[src/rtl/hazard_ctrl.sv]
// Pipeline hazard controller: load-use stall, redirect flush, MDU freeze,
// operand forwarding selects and saturating stall/flush event counters.
module hazard_ctrl #(
  parameter int MDU_LAT = 8
) (
  input  logic        clk,
  input  logic        rst_n,
  input  logic [4:0]  id_rs,
  input  logic [4:0]  id_rt,
  input  logic        id_use_rs,
  input  logic        id_use_rt,
  input  logic [4:0]  ex_rd,
  input  logic        ex_regwr,
  input  logic        ex_dmld,
  input  logic [4:0]  mem_rd,
  input  logic        mem_regwr,
  input  logic        ex_redirect,
  input  logic        ex_mdu_start,
  input  logic        clr_cnt,
  output logic [1:0]  rfd1sel,
  output logic [1:0]  rfd2sel,
  output logic        stall_if,
  output logic        bubble_ex,
  output logic        flush,
  output logic        freeze,
  output logic [15:0] stall_cnt,
  output logic [15:0] flush_cnt,
  output logic        dbg_state
);

  typedef enum logic {RUN = 1'b0, MDU = 1'b1} state_t;

  localparam logic [4:0] MDU_LOAD = 5'(MDU_LAT - 1);

  state_t     state, state_nxt;
  logic [4:0] mdu_cnt, mdu_cnt_nxt;
  logic       load_use;
  logic       ex_fwd_ok, mem_fwd_ok;

  assign dbg_state = state;

  assign load_use = ex_dmld & ex_regwr & (ex_rd != 5'd0) &
                    ((id_use_rs & (id_rs == ex_rd)) | (id_use_rt & (id_rt == ex_rd)));

  // A load in EX has no result yet, so it is never a forwarding source.
  assign ex_fwd_ok  = ex_regwr & ~ex_dmld & (ex_rd != 5'd0);
  assign mem_fwd_ok = mem_regwr & (mem_rd != 5'd0);

  always_comb begin
    rfd1sel = 2'b00;
    if (ex_fwd_ok && (ex_rd == id_rs))        rfd1sel = 2'b01;
    else if (mem_fwd_ok && (mem_rd == id_rs)) rfd1sel = 2'b10;
  end

  always_comb begin
    rfd2sel = 2'b00;
    if (ex_fwd_ok && (ex_rd == id_rt))        rfd2sel = 2'b01;
    else if (mem_fwd_ok && (mem_rd == id_rt)) rfd2sel = 2'b10;
  end

  always_ff @(posedge clk or negedge rst_n) begin
    if (!rst_n) begin
      state   <= RUN;
      mdu_cnt <= 5'd0;
    end else begin
      state   <= state_nxt;
      mdu_cnt <= mdu_cnt_nxt;
    end
  end

  // Freeze outranks flush, which outranks the load-use stall.
  always_comb begin
    state_nxt   = state;
    mdu_cnt_nxt = mdu_cnt;
    freeze      = 1'b0;
    flush       = 1'b0;
    stall_if    = 1'b0;
    bubble_ex   = 1'b0;
    case (state)
      RUN: begin
        flush     = ex_redirect;
        stall_if  = load_use & ~ex_redirect;
        bubble_ex = load_use & ~ex_redirect;
        if (ex_mdu_start) begin
          state_nxt   = MDU;
          mdu_cnt_nxt = MDU_LOAD;
        end
      end
      MDU: begin
        freeze = 1'b1;
        if (mdu_cnt == 5'd0) state_nxt = RUN;
        else                 mdu_cnt_nxt = mdu_cnt - 5'd1;
      end
      default: state_nxt = RUN;
    endcase
  end

  always_ff @(posedge clk or negedge rst_n) begin
    if (!rst_n) begin
      stall_cnt <= 16'd0;
      flush_cnt <= 16'd0;
    end else if (clr_cnt) begin
      stall_cnt <= 16'd0;
      flush_cnt <= 16'd0;
    end else begin
      if ((stall_if | freeze) && (stall_cnt != 16'hFFFF)) stall_cnt <= stall_cnt + 16'd1;
      if (flush && (flush_cnt != 16'hFFFF))               flush_cnt <= flush_cnt + 16'd1;
    end
  end

endmodule

[config.mk]
export PLATFORM = sky130hd
export DESIGN_NAME = hazard_ctrl
export DESIGN_NICKNAME = d
export VERILOG_FILES = /design/src/rtl/hazard_ctrl.sv
export SDC_FILE = /design/constraint.sdc
export NUM_CORES = 1
export LEC_CHECK = 0
export CAP_MARGIN = 20
export CORE_MARGIN = 5
export CORE_UTILIZATION = 43
export DETAILED_ROUTE_END_ITERATION = 10
export PLACE_DENSITY = 0.75
export SLEW_MARGIN = 20
export SYNTH_ARGS = -nofsm -noshare
export SYNTH_HDL_FRONTEND = slang
export SYNTH_SLANG_ARGS = --single-unit
[constraint.sdc]
create_clock -name clk -period 2 [get_ports clk]
set_input_delay 0.4 -clock clk [delete_from_list [all_inputs] [get_ports clk]]
set_output_delay 0.4 -clock clk [all_outputs]
set_load 0.01 [all_outputs]
==> flow_metrics.env <==
export IMPL_die_y_um=83.7
export IMPL_synth_area_sq_mm=0.00234
export IMPL_grt_max_degree=39
export IMPL_placed_cell_area_sq_mm=0.00356
export IMPL_antenna_found_initial=0
export IMPL_gp_congestion=0.852
export IMPL_synth_area_top_cells="dfrtp_1 (41%), xor2_1 (11%), nor2_1 (4.8%)"
export IMPL_cts_buffer_depth=2
export IMPL_design_die_area_sq_mm=0.00701
export IMPL_finalHoldViolations=0
export IMPL_cts_root_buf="clkbuf_8"
export IMPL_fin_util_pct=79.6
export IMPL_synth_edf_count=0
export IMPL_maxCapViolations=0
export IMPL_worstHoldPathType="primary input to asynchronous set/reset pin"
export IMPL_dr_pass1_iters=4
export IMPL_clk_latency_ns=0.30
export IMPL_fp_row_count=26
export IMPL_worst_pin_slew_ns=0.577
export IMPL_rsz0062_at_grt="yes"
export IMPL_syn_to_final_growth_pct=77.3
export IMPL_slew_headroom_pct=61.2
export IMPL_timing_final_ws_setup_ns=-0.229
export IMPL_ctsHoldBuffers=0
export IMPL_nNetsFinal=438
export IMPL_path_max_fanout=6
export IMPL_period_minus_slack_ns=2.23
export IMPL_diodes=0
export IMPL_worstPathRequired_ns=2.17
export IMPL_grtUsageTotal_pct=22.9
export IMPL_pin_count=71
export IMPL_finalSetupViolations=19
export IMPL_p_leak_uw=0.00183
export IMPL_cp_start_kind="register"
export IMPL_yosysTopAreaCell="dfrtp_1"
export IMPL_powerDensity_mw_per_mm2=687
export IMPL_dp_hpwl_um=4930
export IMPL_syn_inst=253
export IMPL_die_w_um=83.7
export IMPL_ys_seq_elements=38
export IMPL_synthTopCellsByCount="dfrtp_1 (38), nor2_1 (30), xor2_1 (29)"
export IMPL_synth_nets=287
export IMPL_min_period_over_period_pct=111
export IMPL_ys_flop_type="dfrtp_1"
export IMPL_cts_sinks=38
export IMPL_yosysTopAreaCellShare_pct=40.7
export IMPL_ys_types=44
export IMPL_clk_transition_reported_paths_ns=0.08
export IMPL_drc_errors=0
export IMPL_syn_avg_cell_area_sq_um=9.24
export IMPL_cp_arrival_ns=2.40
export IMPL_port_buffers=70
export IMPL_avgViaCountPerCell=5.61
export IMPL_core_region_area_sq_mm=0.00520
export IMPL_path_class="register to register"
export IMPL_failed_checks="negative setup slack"
export IMPL_grt_pass1_wl_um=13100
export IMPL_drt_wirelength_per_cell_um=18.6
export IMPL_cts_buffers=5
export IMPL_status="finished, violations left"
export IMPL_grt_pass1_vias=2652
export IMPL_irDropWorstVdd_mv=0.653
export IMPL_postLayoutCellArea_sq_mm=0.00415
export IMPL_htreeDepth=2
export IMPL_vias=2658
export IMPL_wirelength_um=8820
export IMPL_drtAntennaViolNets=0
export IMPL_drive_gt1_share_pct=40.1
export IMPL_cts_tree="done"
export IMPL_skew_ns=0.0115
export IMPL_slew_violations=0
export IMPL_ys_seq_area_share_pct=40.7
export IMPL_async_reset_ff_share_pct=100
export IMPL_drt_iter0_markers=116
export IMPL_overflow=0
export IMPL_max_freq_ghz=0.449
export IMPL_synth_most_common_cell="dfrtp_1"
export IMPL_start_util_pct=44.9
export IMPL_ys_warn_count=0
export IMPL_cp_end_kind="register"
-- state kept, by name, indices dropped and copies added, names as in the netlist --
name and cells:
dbg_state 1, mdu_cnt 5, flush_cnt 16, stall_cnt 16
-- layout make-up --
cell class | count | area [sq um]
Timing Repair Buffer | 151 | 1360
Clock buffer | 6 | 82.6
Fill cell | 319 | 1060
Clock inverter | 1 | 30.0
Inverter | 11 | 41.3
Multi-Input combinational cell | 197 | 1590
Tap cell | 70 | 87.6
Sequential cell | 38 | 951
-- critical path, stage by stage (launching register included) --
cell	delay [ns]
dfrtp_1	0.41
nand4_1	0.27
nor4_4	0.40
buf_4	0.21
a2bb2oi_4	0.30
clkbuf_16	0.22
mux2i_1	0.22
nor2_1	0.07
-- metal layers --
layer	vias to the layer above	track usage [%]	part of all wire [%]
met1	1306	28.1	41
met2	120	39.2	51
met3	26	5.63	5.7
met4	0	7.60	3.0
met5	-	0	0
li1	1206	-	-
-- layout by cell type, fill, tap and decap left out, types with 10 or more instances in the layout --
cell,instances
dfrtp_1,38
buf_6,19
buf_4,65
inv_1,10
clkbuf_2,10
nand3_1,12
nor2_1,27
clkdlybuf4s50_1,39
xor2_1,22
nand2_1,13
-- through the flow --
step	hold slack, ns	setup TNS (ns)	power [uW]	instances	setup slack [ns]
6_report	0.144	-2.32	2850	474	-0.229
3_5_place_dp	0.478	-14.99	1750	448	-0.967
5_1_grt	0.183	-3.76	2990	474	-0.293
2_1_floorplan	0.104	0	1370	253	0.00649
4_1_cts	0.162	-1.54	2700	466	-0.251
3_3_place_gp	0.473	-13.92	1730	448	-0.932
-- repair_timing --
action	4_1_cts	5_1_grt
gates cloned	3	0
setup buffers	10	9
endpoints found under the hold margin	0	0
gates resized for setup	93	74
endpoints found under the setup margin	23	25
pin swaps	26	35
-- where the power goes --
part           internal, uW  leakage (uW)  total [uW]  switching [uW]
registers               853      0.000515         946            92.8
logic                   664       0.00125        1220             556
clock network           399     0.0000573         681             282
total                  1920       0.00183        2850             931
-- path summary, 6_finish.rpt --
path	slack, ns	startpoint	end	cells past startpoint
hold / removal	0.14	rst_n	stall_cnt[10]$_DFFE_PN0P_	2
hold reg to reg	0.53	mdu_cnt[0]$_DFFE_PN0P_	mdu_cnt[0]$_DFFE_PN0P_	2
setup reg to reg	-0.23	stall_cnt[13]$_DFFE_PN0P_	stall_cnt[1]$_DFFE_PN0P_	7
setup / recovery	-0.23	stall_cnt[13]$_DFFE_PN0P_	stall_cnt[1]$_DFFE_PN0P_	7
max in group asynchronous	1.52	rst_n	flush_cnt[0]$_DFFE_PN0P_	2
min in group clk	0.53	mdu_cnt[0]$_DFFE_PN0P_	mdu_cnt[0]$_DFFE_PN0P_	2
-- cell families (layout without fill, tap and decap cells) --
logic type                 Yosys count  after routing  synth area share (%)
and+or+nand+nor                    112            112                  26.9
AOI/OAI and AO/OA                   41             41                  11.4
xor gates and xnor gates            38             38                  14.2
DFF                                 38             38                  40.7
buffers and inverters               18            169                  3.85
adders and majority gates            4              4                  2.14
muxes                                2              2                 0.856
No activity file was read; power rests on OpenSTA's default activity.
